$ cat src/rtl/audio_i2s_tx.sv
// Philips I2S transmitter: 64-bit frames (two 32-bit slots) fed by a valid/ready sample port.
// Build option AUDIO_I2S_UNDERRUN_MUTE_EN: underrun frames carry zeros instead of the last pair.
`timescale 1ns/1ps
module audio_i2s_tx #(
    parameter int SAMPLE_W = 16,
    parameter int BCLK_DIV = 4
) (
    input  logic                clk,
    input  logic                rst,
    input  logic                pll_locked,
    input  logic                s_valid,
    output logic                s_ready,
    input  logic [SAMPLE_W-1:0] s_left,
    input  logic [SAMPLE_W-1:0] s_right,
    output logic                i2s_bclk,
    output logic                i2s_lrck,
    output logic                i2s_dat,
    output logic                frame_start,
    output logic                underrun
);

    localparam int DW = $clog2(BCLK_DIV);
    localparam logic [DW-1:0] DIV_MAX  = DW'(BCLK_DIV - 1);
    localparam logic [DW-1:0] DIV_HALF = DW'(BCLK_DIV / 2);

    typedef enum logic {IDLE, RUN} state_t;

    state_t state_q, state_d;

    logic                lock_m, lock_s;
    logic [DW-1:0]       div_q, div_d;
    logic [5:0]          bit_q, bit_d;
    logic [63:0]         sh_q, sh_d;
    logic                bclk_q, bclk_d;
    logic                lrck_q, lrck_d;
    logic                fs_q, fs_d;
    logic                ur_q, ur_d;
    logic                hold_full_q, hold_full_d;
    logic [SAMPLE_W-1:0] hold_l_q, hold_l_d;
    logic [SAMPLE_W-1:0] hold_r_q, hold_r_d;
    logic [SAMPLE_W-1:0] last_l_q, last_l_d;
    logic [SAMPLE_W-1:0] last_r_q, last_r_d;
    logic [SAMPLE_W-1:0] pick_l, pick_r;
    logic                boundary, load, xfer, run_en;

    function automatic logic [31:0] slot(input logic [SAMPLE_W-1:0] s);
        logic [31:0] t;
        t = '0;
        t[31 -: SAMPLE_W] = s;
        return t;
    endfunction

    assign s_ready     = (state_q == RUN) && !hold_full_q;
    assign xfer        = s_valid && s_ready;
    assign run_en      = (state_q == RUN) && lock_s;
    assign boundary    = (div_q == DIV_MAX);
    assign load        = run_en && boundary && (bit_q == 6'd63);

    assign i2s_bclk    = bclk_q;
    assign i2s_lrck    = lrck_q;
    assign i2s_dat     = sh_q[63];
    assign frame_start = fs_q;
    assign underrun    = ur_q;

    // Frame source: buffered pair, then same-cycle bypass, then underrun fill.
    always_comb begin
        pick_l = last_l_q;
        pick_r = last_r_q;
        if (hold_full_q) begin
            pick_l = hold_l_q;
            pick_r = hold_r_q;
        end else if (s_valid) begin
            pick_l = s_left;
            pick_r = s_right;
        end else begin
`ifdef AUDIO_I2S_UNDERRUN_MUTE_EN
            pick_l = '0;
            pick_r = '0;
`else
            pick_l = last_l_q;
            pick_r = last_r_q;
`endif
        end
    end

    always_comb begin
        state_d = state_q;
        unique case (state_q)
            IDLE:    if (lock_s) state_d = RUN;
            RUN:     if (!lock_s) state_d = IDLE;
            default: state_d = IDLE;
        endcase
    end

    always_comb begin
        div_d       = div_q;
        bit_d       = bit_q;
        sh_d        = sh_q;
        bclk_d      = bclk_q;
        lrck_d      = lrck_q;
        fs_d        = 1'b0;
        ur_d        = 1'b0;
        hold_full_d = hold_full_q;
        hold_l_d    = hold_l_q;
        hold_r_d    = hold_r_q;
        last_l_d    = last_l_q;
        last_r_d    = last_r_q;
        if (!run_en) begin
            div_d       = '0;
            bit_d       = 6'd63;
            sh_d        = '0;
            bclk_d      = 1'b0;
            lrck_d      = 1'b0;
            hold_full_d = 1'b0;
            hold_l_d    = '0;
            hold_r_d    = '0;
            last_l_d    = '0;
            last_r_d    = '0;
        end else begin
            div_d = boundary ? '0 : div_q + 1'b1;
            if (boundary) begin
                bit_d = bit_q + 6'd1;
                sh_d  = {sh_q[62:0], 1'b0};
            end
            if (load) begin
                sh_d     = {slot(pick_l), slot(pick_r)};
                fs_d     = 1'b1;
                ur_d     = !hold_full_q && !s_valid;
                last_l_d = pick_l;
                last_r_d = pick_r;
            end
            if (load && hold_full_q) begin
                hold_full_d = 1'b0;
            end else if (xfer && !load) begin
                hold_full_d = 1'b1;
                hold_l_d    = s_left;
                hold_r_d    = s_right;
            end
            bclk_d = (div_d >= DIV_HALF);
            lrck_d = (bit_d >= 6'd31) && (bit_d <= 6'd62);
        end
    end

    always_ff @(posedge clk) begin
        if (rst) begin
            lock_m      <= 1'b0;
            lock_s      <= 1'b0;
            state_q     <= IDLE;
            div_q       <= '0;
            bit_q       <= 6'd63;
            sh_q        <= '0;
            bclk_q      <= 1'b0;
            lrck_q      <= 1'b0;
            fs_q        <= 1'b0;
            ur_q        <= 1'b0;
            hold_full_q <= 1'b0;
            hold_l_q    <= '0;
            hold_r_q    <= '0;
            last_l_q    <= '0;
            last_r_q    <= '0;
        end else begin
            lock_m      <= pll_locked;
            lock_s      <= lock_m;
            state_q     <= state_d;
            div_q       <= div_d;
            bit_q       <= bit_d;
            sh_q        <= sh_d;
            bclk_q      <= bclk_d;
            lrck_q      <= lrck_d;
            fs_q        <= fs_d;
            ur_q        <= ur_d;
            hold_full_q <= hold_full_d;
            hold_l_q    <= hold_l_d;
            hold_r_q    <= hold_r_d;
            last_l_q    <= last_l_d;
            last_r_q    <= last_r_d;
        end
    end

endmodule

$ cat config.mk
export PLATFORM = sky130hd
export DESIGN_NAME = audio_i2s_tx
export DESIGN_NICKNAME = d
export VERILOG_FILES = /design/src/rtl/audio_i2s_tx.sv
export SDC_FILE = /design/constraint.sdc
export NUM_CORES = 1
export LEC_CHECK = 0
export BUFFER_PORTS_ARGS = -buffer_cell sky130_fd_sc_hd__buf_2
export CAP_MARGIN = 20
export CORE_UTILIZATION = 53
export DETAILED_ROUTE_END_ITERATION = 16
export PLACE_DENSITY = 0.75
export SETUP_SLACK_MARGIN = 0.3
export SYNTH_ARGS = -nofsm -noshare
export SYNTH_HDL_FRONTEND = slang
export SYNTH_SLANG_ARGS = --single-unit
$ cat constraint.sdc
create_clock -name clk -period 1.7 [get_ports clk]
set_clock_uncertainty 0.2 [all_clocks]
set_input_delay 0.085 -clock clk [delete_from_list [all_inputs] [get_ports clk]]
set_output_delay 0.085 -clock clk [all_outputs]
set_load 0.01 [all_outputs]
### Yosys cells after proc, flatten, opt, wreduce, memory -nomap -nowiden

Index checks and enable logic that the tools add are counted.
Widths: inputs -> output; s select.

* $add $sub $neg: 2
* order comparisons: 3
* eq/ne operators: 2
* mux-type cells: 11
* bitwise gates (word level): 3
* reductions and logical operators: 18

Operators by type and width (count)
* $mux 64: 2
* $mux 16: 4
* $mux 6: 2
* $logic_and 1x1->1: 9
* $reduce_or 3->1: 3
* $add 6x1->6 const B: 1
* $eq 6x6->1 const B: 1
* $ge 6x5->1 const B: 1
* $le 6x6->1 const B: 1
* $logic_not 1->1: 3
* $not 1->1: 3
* $add 2x1->2 const B: 1
* $eq 2x2->1 const B: 1
* $ge 2x2->1 const B: 1
* $mux 1: 2
* $mux 2: 1
* $reduce_and 2->1: 1
* $reduce_bool 2->1: 1
* $reduce_or 2->1: 1

* bits in registers: 128
* input bits: 36
* output and inout bits: 6
* logic and storage cells: 55

### Depth between registers and ports, before layout

Gate-level depths: netlist of the first run.

* word-level depth: 6
* gate-level depth with buffers: 8
* mapped depth without buffers: 5

### Worst setup path before layout of the first run

Ideal clock, no wire load.

* path kind: reg-to-reg
* start: register div_q[1]
* end: register lrck_q (netlist: i2s_lrck)
* setup time: 131 ps
* data arrival time: 1608 ps
* data required time: 1369 ps
* setup slack: -238 ps
* stages on the path, launching flop included: 7
* clock period less this slack: 1938 ps
* cells stage by stage: dfxtp_1 -> ha_1 -> buf_2 -> nand4_2 -> or3_4 -> a2111oi_4 -> nor3b_2

* longest elaborated chain between the ends: 5
* elaborated cells between the ends (all ways): 6

RTL lines
* from (decl): RTL line 31 `logic [DW-1:0] div_q, div_d;`
* from (signal assigned): RTL line 165 `div_q <= div_d;`
* $eq 2x2->1 (*): RTL line 56 `assign boundary = (div_q == DIV_MAX);`
* $mux 6 (*): RTL line 121 `if (boundary) begin`
* $mux 6 (*): RTL line 108 `if (!run_en) begin`
* $ge 6x5->1 / $le 6x6->1 (equally long branches): RTL line 140 `lrck_d = (bit_d >= 6'd31) && (bit_d <= 6'd62);`
* $logic_and 1x1->1 (*): RTL line 140
* to (signal assigned): RTL line 169 `lrck_q <= lrck_d;`
* to (decl): RTL line 35 `logic lrck_q, lrck_d;`

Mark *: on every way between the ends. The rest lies on a longest branch, timed or not. The select of a mux whose other input is x is not followed.
A chain may end at the register's enable or synchronous reset.

### Final worst setup path of the first run

* start: register bit_q[1]
* end: register hold_r_q[8]

* longest elaborated chain between the ends: 5
* elaborated cells between the ends (all ways): 7

RTL lines
* from (decl): RTL line 32 `logic [5:0] bit_q, bit_d;`
* from (signal assigned): RTL line 166 `bit_q <= bit_d;`
* $eq 6x6->1 (*): RTL line 57 `assign load = run_en && boundary && (bit_q == 6'd63);`
* $logic_and 1x1->1 (*): RTL line 57
* $logic_not 1->1 / $logic_and 1x1->1 (equally long branches): RTL line 134, 132
* $logic_and 1x1->1 / $not 1->1 (equally long branches)
* $reduce_and 2->1 (no line) (*)
* to (signal assigned): RTL line 174 `hold_r_q <= hold_r_d;`
* to (decl): RTL line 40 `logic [SAMPLE_W-1:0] hold_r_q, hold_r_d;`

Mark *: on every way between the ends. The rest lies on a longest branch, timed or not.

==> results.ini, run 1 <==
[timing]
worst_slew_pin_slew_ns=0.623
hold_ws_ns=0.107
final.min_clock_period_ns=2.04
fin_ws_ns=-0.339
hold_viol=0
max_freq_ghz=0.490
slew_viol_final=0
finalCritPeriodShare_pct=120
setup_viol=116
setup_tns_ns=-29.48
rsz0062_at_grt=yes
slew-limit-headroom_pct=58.0

[synth]
ys_ff_latch=127
ys_warn_count=0
syn_area_um2=5220
syn_inst=601
synth_flop_cell=dfxtp_1
yosys-top-cells-area=dfxtp_1, mux2i_1, nand2_1
synth_edf_count=0
synth_top_area_share_pct=48.7
synth.distinct_cells=32
synth_common_cells=nand2_1, dfxtp_1, mux2i_1
async_flop_share_pct=0
synth.most_common_cell=nand2_1
syn_avg_cell_area_um2=8.68
yosysTopAreaCell=dfxtp_1
syn_nets=639
ys_seq_area_share_pct=48.7

[power_and_ir_drop]
irDropWorstVdd_uv=1730
p_leak_nw=3.44
p_int_mw=5.65
swShare_pct=22.6
p_comb_share_pct=4.1
power.density_nw_per_um2=844
fin_total_pwr_mw=7.31
clkPwrFrac_pct=55.2
switching_power_mw=1.65
pwr-share-seq_pct=40.7

[setup_path]
r2r-end=hold_r_q[8]
critPathMaxFanout=6
cp.arrival_ns=2.26
critPathLaunchType=register
r2r-start=bit_q[1]
critPathKind=reg2reg
ff2ff_setup_slack_ns=-0.34
r2r_cells=8
crit_path_end_kind=register
cp.required_ns=1.92

[global_routing]
grt_remaining_overflow=0
grt_max_degree=45
grt_pass1_wl_um=26200
grt_pass1_vias=5116
antenna_found_initial=0
track_usage_pct=34.0

[floorplan]
dieArea_um2=10200
io_pins=42
core_area_um2=9370
rows=35
fp.dieH_um=101
die_w_um=101
start_util_pct=55.7

[min_path]
hold_path_end=lock_m
whs_path_depth=3
hold_path.startpoint=pll_locked
hold_class=in2reg

[finish]
multi_input_area_um2=3400
fin_nets=768
fin_util_pct=92.4
final_cells=871
area_growth_pct=65.9
fin_area_um2=8660
regArea_um2=2560
drive_gt1_share_pct=42.7
fill_cells=289
diodes=0

[clock_tree]
clockBufferDepth=2
clock_sinks=127
cts-root-buf=clkbuf_8
path_clk_slew_ns=0.07
cts_tree=built
cts_buffers=17
ctsHtreeMaxLevel=4
clk_latency_ns=0.55

[drt]
avgRoutedWirePerCell_um=27.6
first_pass_iters=7
drcViolationCount=0
drt.antenna.violating_nets=0
drtIter0Drc=574
viasPerCell=6.66
num_vias=5799
postRouteWirelength_um=24100

[status]
violations=setup timing
outcome=complete, but fails checks

[place]
gp_congestion=0.825
post-place-ws_ns=-0.131
io_buffers=41
dpl_cell_area_um2=5750
place_inst=755
hpwl_um=7060

[job]
drv_cap=0

[critical path, cell delays in order (launching register included)]
cell,delay [ns]
dfxtp_2,0.37
ha_4,0.14
nand4_1,0.16
buf_4,0.21
o21ai_4,0.16
buf_6,0.16
buf_12,0.15
mux2i_1,0.25
nor2_1,0.11
[repair_timing]
item / CTS / global route
pin swaps: 39 / 52
setup endpoints to repair: 125 / 125
gates resized for setup: 115 / 160
buffers inserted: 16 / 7
gates cloned: 13 / 14
hold buffers: 35 / 0
hold endpoints to repair: 108 / 0
[cells by family (layout without fill, tap and decap cells)]
kind of cell / after synthesis / count (layout) / synth area share, %
adders and majority gates: 2 / 2 / 0.479
buffers and inverters: 46 / 187 / 4.17
AOI/OAI and AO/OA: 134 / 134 / 14.3
muxes: 80 / 80 / 15.3
DFF: 127 / 127 / 48.7
and+or+nand+nor: 208 / 208 / 16.4
xor gates and xnor gates: 4 / 4 / 0.671
[power groups by stage]
stage | sequential [mW] | combinational (mW) | clock [mW]
detailed placement | 3.05 | 0.166 | 0
global route | 2.98 | 0.307 | 4.14
finish | 2.98 | 0.297 | 4.03
global placement | 3.05 | 0.161 | 0
CTS | 2.98 | 0.253 | 3.90
floorplan | 3.05 | 0.0910 | 0
[layer usage]
| metal | up-vias | global-route usage (%) | wire length [um] |
|---|---|---|---|
| li1 | 2341 | - | - |
| met1 | 2713 | 39.0 | 8420 |
| met2 | 534 | 58.7 | 11000 |
| met3 | 211 | 7.32 | 2530 |
| met4 | 0 | 19.3 | 2120 |
| met5 | - | 0 | 0 |
[sequential cells by signal, indices dropped and copies added, names as in the netlist]
signal and cells:
sh_q 48, hold_l_q 16, hold_r_q 16, last_l_q 16
last_r_q 16, bit_q 6, div_q 2, frame_start 1
hold_full_q 1, i2s_lrck 1, lock_m 1, lock_s 1
state_q 1, underrun 1
[final cells by class]
| class | instances | area share (%) |
|---|---|---|
| timing repair buffer | 156 | 22.1 |
| tap | 129 | 1.86 |
| multi-input combinational | 428 | 39.2 |
| clock buffer | 17 | 4.78 |
| sequential | 127 | 29.5 |
| clock inverter | 14 | 2.49 |
[cells in the final DEF (no fill, tap or decap), types with 7 or more instances in the layout]
cell type      instances
dfxtp_1              119
o21ai_0               63
clkbuf_16             28
nand2_2               28
nor2_4                12
buf_6                 20
nor2_2                 7
buf_16                13
mux2i_1               76
nand2_1               56
a31oi_1               24
buf_2                 39
buf_4                 21
nor2_1                33
buf_12                14
dlygate4sd3_1         35
a21oi_2               28
nand2_4               47
[worst max path at each step]
stage / depth (start not counted) / startpoint / slack [ns] / endpoint
2_1_floorplan: 6 / div_q[1] / -0.04 / i2s_lrck
5_1_grt: 9 / bit_q[0] / -0.44 / sh_q[56]
3_5_place_dp: 6 / bit_q[1] / -0.13 / sh_q[24]
4_1_cts: 8 / bit_q[0] / -0.12 / hold_r_q[10]
3_3_place_gp: 6 / bit_q[1] / -0.06 / sh_q[23]
6_report: 8 / bit_q[1] / -0.34 / hold_r_q[8]
Power figures use the tool's default switching activity.
==> inputs of run 2 (changes only) <==
--- a/config.mk
+++ b/config.mk
@@ -5,11 +5,12 @@
 export SDC_FILE = /design/constraint.sdc
 export NUM_CORES = 1
 export LEC_CHECK = 0
+export ABC_AREA = 1
 export BUFFER_PORTS_ARGS = -buffer_cell sky130_fd_sc_hd__buf_2
 export CAP_MARGIN = 20
-export CORE_UTILIZATION = 53
+export CORE_UTILIZATION = 54
 export DETAILED_ROUTE_END_ITERATION = 16
-export PLACE_DENSITY = 0.75
+export PLACE_DENSITY = 0.76
 export SETUP_SLACK_MARGIN = 0.3
 export SYNTH_ARGS = -nofsm -noshare
 export SYNTH_HDL_FRONTEND = slang
==> run 2 against run 1 <==
  * The flow still finishes with violations (setup timing)
  * Global-route usage down 1.8 points
  * Core utilization down 13 points
  * Synthesized area up 4.6%
  * Register-to-register slack better by 0.27 ns
  * Largest power group unchanged
  * Total power down 11%
  * Routed wire length down 24%
  * Synthesized cell count up 30%
  * Maximum frequency up 16%
==> results.ini, run 2 <==
[drt]
num_vias=5907
avgRoutedWirePerCell_um=18.2
drt.antenna.violating_nets=0
viasPerCell=5.83
postRouteWirelength_um=18400
first_pass_iters=6
drcViolationCount=0
drtIter0Drc=530

[setup_path]
r2r-start=bit_q[0]
critPathMaxFanout=7
r2r-end=underrun
critical-path-max-stage-delay_ns=0.36
critPathKind=reg2reg
critPathLaunchType=register
r2r_cells=7
crit_path_end_kind=register
path_cells=ha_4 > nand3_2 > inv_2 > nand2_8 > buf_8 > buf_16 > nor4_1
critical_path_buf_inv_count=3
cp.arrival_ns=1.97
cpMaxStageDelayCell=dfxtp_2
crit_family=simple AND/OR/NAND/NOR gates
cp.required_ns=1.90
ff2ff_setup_slack_ns=-0.06

[power_and_ir_drop]
pwr-share-seq_pct=45.7
p_leak_nw=3.12
p_int_mw=5.08
switching_power_mw=1.43
clkPwrFrac_pct=49.9
irDropWorstVdd_uv=649
power.density_nw_per_um2=843
swShare_pct=22.0
p_comb_share_pct=4.3

[global_routing]
track_usage_pct=32.2
grt_remaining_overflow=0
antenna_found_initial=0
grt_pass1_vias=5482
grt_max_degree=37
grt_pass1_wl_um=25800

[synth]
synth_common_cells=nand2_1, dfxtp_1, nand3_1
ys_warn_count=0
syn_area_um2=5460
syn_inst=781
syn_avg_cell_area_um2=6.99
synth_top_area_share_pct=46.6
ys_seq_area_share_pct=46.6
syn_nets=819
ys_ff_latch=127
synth.distinct_cells=23
synth_edf_count=0
synth_flop_cell=dfxtp_1
async_flop_share_pct=0
yosys-top-cells-area=dfxtp_1, nand2_1, nand3_1
synth.most_common_cell=nand2_1
yosysTopAreaCell=dfxtp_1

[timing]
finalCritPeriodShare_pct=104
hold_viol=0
final.min_clock_period_ns=1.76
fin_ws_ns=-0.0643
setup_viol=3
rsz0062_at_grt=yes
worst_slew_pin_slew_ns=0.368
max_freq_ghz=0.567
slew_viol_final=0
slew-limit-headroom_pct=75.2

[floorplan]
die_w_um=103
fp.dieH_um=103
start_util_pct=55.8
core_area_um2=9770
io_pins=42
dieArea_um2=10500
rows=36

[place]
io_buffers=41
hpwl_um=8220
gp_congestion=0.781
post-place-ws_ns=0.0422
place_inst=924

[min_path]
hold_class=in2reg
whs_path_depth=6
hold_path_end=hold_l_q[14]
hold_path.startpoint=s_valid

[finish]
regArea_um2=2560
layout.cells.most_common_list=nand2_1, dfxtp_1, nand3_1
fill_cells=571
diodes=0
area_growth_pct=41.6
multi_input_area_um2=2890
largest_reg_flops=48
drive_gt1_share_pct=26.1
regMostFlops=sh_q
final_cells=1013
fin_nets=906
final_common_cell=nand2_1

[clock_tree]
clock_sinks=127
clockBufferDepth=2
cts_tree=built
cts-root-buf=clkbuf_8
cts_buffers=17
path_clk_slew_ns=0.06
ctsHtreeMaxLevel=4
clk_latency_ns=0.53

[status]
outcome=complete, but fails checks
violations=setup timing

[job]
drv_cap=0

run 2: tightest hold or removal path: cells and delay by family:
family / cells / cell delay [ns]
and+or+nand+nor: 2 / 0.15
AOI/OAI and AO/OA: 1 / 0.05
buffers and inverters: 3 / 0.39
run 2: kinds of logic after synthesis:
kind of cell,synth area share (%)
adder cells (fa/ha/maj),0.458
XOR/XNOR,0.160
buffers and inverters,10.3
flip-flops,46.6
AO/OA/AOI/OAI,14.1
AND/OR/NAND/NOR,28.4
run 2: layout make-up:
cell class / count / area share (%)
well taps: 133 / 2.15
clock inverters: 6 / 0.421
inverters: 78 / 3.98
flip-flops and latches: 127 / 33.1
repair buffers: 124 / 16.6
multi-input cells: 520 / 37.4
clock buffers: 25 / 6.40
run 2: what timing repair did:
| item | 4_1_cts | 5_1_grt |
|---|---|---|
| gates resized for setup | 67 | 95 |
| setup endpoints to repair | 118 | 119 |
| cloned | 7 | 1 |
| hold buffers | 36 | 0 |
| setup buffers | 13 | 1 |
| hold endpoints to repair | 109 | 0 |
| pin swaps | 17 | 38 |
run 2: worst max-delay path by stage:
| stage | start | to | slack, ns | depth (start not counted) |
|---|---|---|---|---|
| 2_1_floorplan | div_q[1] | sh_q[58] | 0.15 | 11 |
| 3_3_place_gp | bit_q[0] | sh_q[62] | 0.11 | 10 |
| 3_5_place_dp | bit_q[0] | sh_q[17] | 0.04 | 10 |
| 4_1_cts | div_q[1] | sh_q[60] | 0.11 | 10 |
| 5_1_grt | bit_q[0] | underrun | -0.09 | 7 |
| 6_report | bit_q[0] | underrun | -0.06 | 7 |
run 2: power groups by stage:
stage          registers [mW]  logic (mW)  clock network (mW)
6_report                 2.98       0.283                3.25
5_1_grt                  2.98       0.305                3.38
4_1_cts                  2.98       0.258                3.23
3_5_place_dp             3.05       0.174                   0
3_3_place_gp             3.05       0.168                   0
2_1_floorplan            3.05      0.0881                   0
run 2: through the flow:
stage	utilization, %	total power, mW	hold WS (ns)	TNS, ns	cell area (um2)
after floorplan	-	3.13	-0.0438	0	5560
after global placement	60.3	3.21	0.0884	0	5890
after detailed placement	60.3	3.22	0.101	0	5890
after CTS	75.0	6.47	-0.0166	0	7330
after global routing	79.1	6.66	0.0125	-0.813	7730
final	79.1	6.52	0.0127	-0.0805	7730
run 2: layer usage:
layer	vias up	track usage (%)	share of wire [%]
li1	2710	-	-
met3	83	7.73	8.4
met2	345	55.4	49
met5	-	0	0
met4	0	14.9	3.6
met1	2769	37.8	39
==> inputs of run 3 (changes only) <==
--- a/config.mk
+++ b/config.mk
@@ -8,9 +8,9 @@
 export ABC_AREA = 1
 export BUFFER_PORTS_ARGS = -buffer_cell sky130_fd_sc_hd__buf_2
 export CAP_MARGIN = 20
-export CORE_UTILIZATION = 54
+export CORE_UTILIZATION = 34
 export DETAILED_ROUTE_END_ITERATION = 16
-export PLACE_DENSITY = 0.76
+export MAX_ROUTING_LAYER = met4
 export SETUP_SLACK_MARGIN = 0.3
 export SYNTH_ARGS = -nofsm -noshare
 export SYNTH_HDL_FRONTEND = slang
==> run 3 against run 2 <==
  * Sequential share of layout area shrank 1.3 points
  * Sequential cell count unchanged
  * Clock power rose by 19%
  * The run ends with hold timing left
  * Final area increased by 4.1%
  * Global-route usage fell by 13 points
  * Critical endpoint is now hold_l_q[13]
  * Sequential power barely moved
  * Combinational power hardly changed
==> results.ini, run 3 (synthesis gave the netlist of run 2 again) <==
[min_path]
hold_path.startpoint=rst
hold_class=in2reg

[global_routing]
grt_pass1_vias=5033
grt_pass1_wl_um=24200
antenna_found_initial=0
grt_max_degree=49
grt_remaining_overflow=0
track_usage_pct=19.5

[power_and_ir_drop]
power.density_nw_per_um2=887
fin_total_pwr_mw=7.14
p_leak_nw=3.27
irDropWorstVdd_uv=762

[floorplan]
rows=45
dieArea_um2=16600
start_util_pct=35.4
fp.dieH_um=129
die_w_um=129
core_area_um2=15400
io_pins=42

[setup_path]
critical-path-max-stage-delay_ns=0.35
critPathKind=reg2reg
cp.arrival_ns=1.81
critPathMaxFanout=8
crit_path_frequent_cell=nand2_8
r2r-start=div_q[0]
worstSetupStartpoint=div_q[0]
crit_path_end_kind=register
cpMaxStageDelayCell=dfxtp_2
path_cells=ha_4 > nand3_2 > inv_2 > nand2_8 > nand2_8 > clkbuf_16 > nand2_4 > a21oi_2
critPathLaunchType=register
crit_family=simple AND/OR/NAND/NOR gates
critical_path_buf_inv_count=2
cp.required_ns=1.86

[place]
hpwl_um=7960
gp_congestion=0.753
io_buffers=41
dpl_cell_area_um2=6050

[finish]
fin_nets=903
final_common_cell=nand2_1
largest_reg_flops=48
area_growth_pct=47.4
regMostFlops=sh_q
fin_area_um2=8040
drive_gt1_share_pct=28.6
layout.cells.most_common_list=nand2_1, dfxtp_1, nand3_1
fin_util_pct=52.1
diodes=0

[timing]
hold_viol=38
slew-limit-headroom_pct=71.9
max_freq_ghz=0.604
setup_tns_ns=0
setup_viol=0
rsz0062_at_grt=yes
slew_viol_final=0
hold_ws_ns=-0.0717
finalCritPeriodShare_pct=97.3
worst_slew_pin_slew_ns=0.421
final.min_clock_period_ns=1.65

[clock_tree]
clk_latency_ns=0.42
path_clk_slew_ns=0.06
clock_sinks=127
cts_buffers=17
ctsHtreeMaxLevel=4
cts_tree=built
clockBufferDepth=2
cts_hold_buf=37
cts-root-buf=clkbuf_16

[drt]
drt.antenna.violating_nets=0
viasPerCell=4.87
drtIter0Drc=252
avgRoutedWirePerCell_um=14.2
num_vias=5303
first_pass_iters=6
drcViolationCount=0
postRouteWirelength_um=15400

[status]
violations=hold timing
outcome=complete, but fails checks

[job]
drv_cap=0

-- run 3: worst paths after layout --
kind | to | slack (ns) | depth (start not counted)
worst max-delay path | hold_l_q[13] | 0.05 | 8
worst min-delay path | bit_q[2] | -0.07 | 4
worst max register to register | hold_l_q[13] | 0.05 | 8
worst min register to register | lock_s | 0.21 | 2
-- run 3: layout make-up --
type                       count  area [um2]
multi-input combinational    520        3030
tap                          211         264
sequential                   127        2550
clock buffer                  21         460
inverter                      78         310
fill                        1469        7380
clock inverter                11         163
timing repair buffer         121        1260
-- run 3: metrics by stage --
step,setup slack (ns),hold slack (ns),cells
2_1_floorplan,0.145,-0.0438,781
5_1_grt,-0.0319,-0.0615,1089
6_report,0.0453,-0.0717,1089
3_3_place_gp,0.0728,0.115,1002
4_1_cts,0.0910,-0.0710,1083
3_5_place_dp,0.0396,0.109,1002
-- run 3: metal layers --
metal / global-route usage, % / vias up / share of wire (%)
met1: 23.2 / 2495 / 46
met3: 4.49 / 19 / 3.0
met5: - / - / 0
met2: 32.3 / 77 / 49
li1: - / 2712 / -
met4: 6.57 / 0 / 1.5
-- run 3: repair_timing --
item	in CTS	in global routing
hold endpoints to repair	69	23
setup endpoints to repair	117	124
resized for setup	65	126
buffers inserted	7	2
pin swaps	12	33
cloned	5	4
-- run 3: worst min-delay path: stages --
cell and delay, ns:
buf_2 0.13, nor2_4 0.07, buf_12 0.16, nand2_1 0.06
-- run 3: power by group --
group / total [mW] / switching (mW) / internal, mW
Sequential: 2.98 / 0.00217 / 2.98
Combinational: 0.282 / 0.136 / 0.146
Clock: 3.87 / 1.35 / 2.52
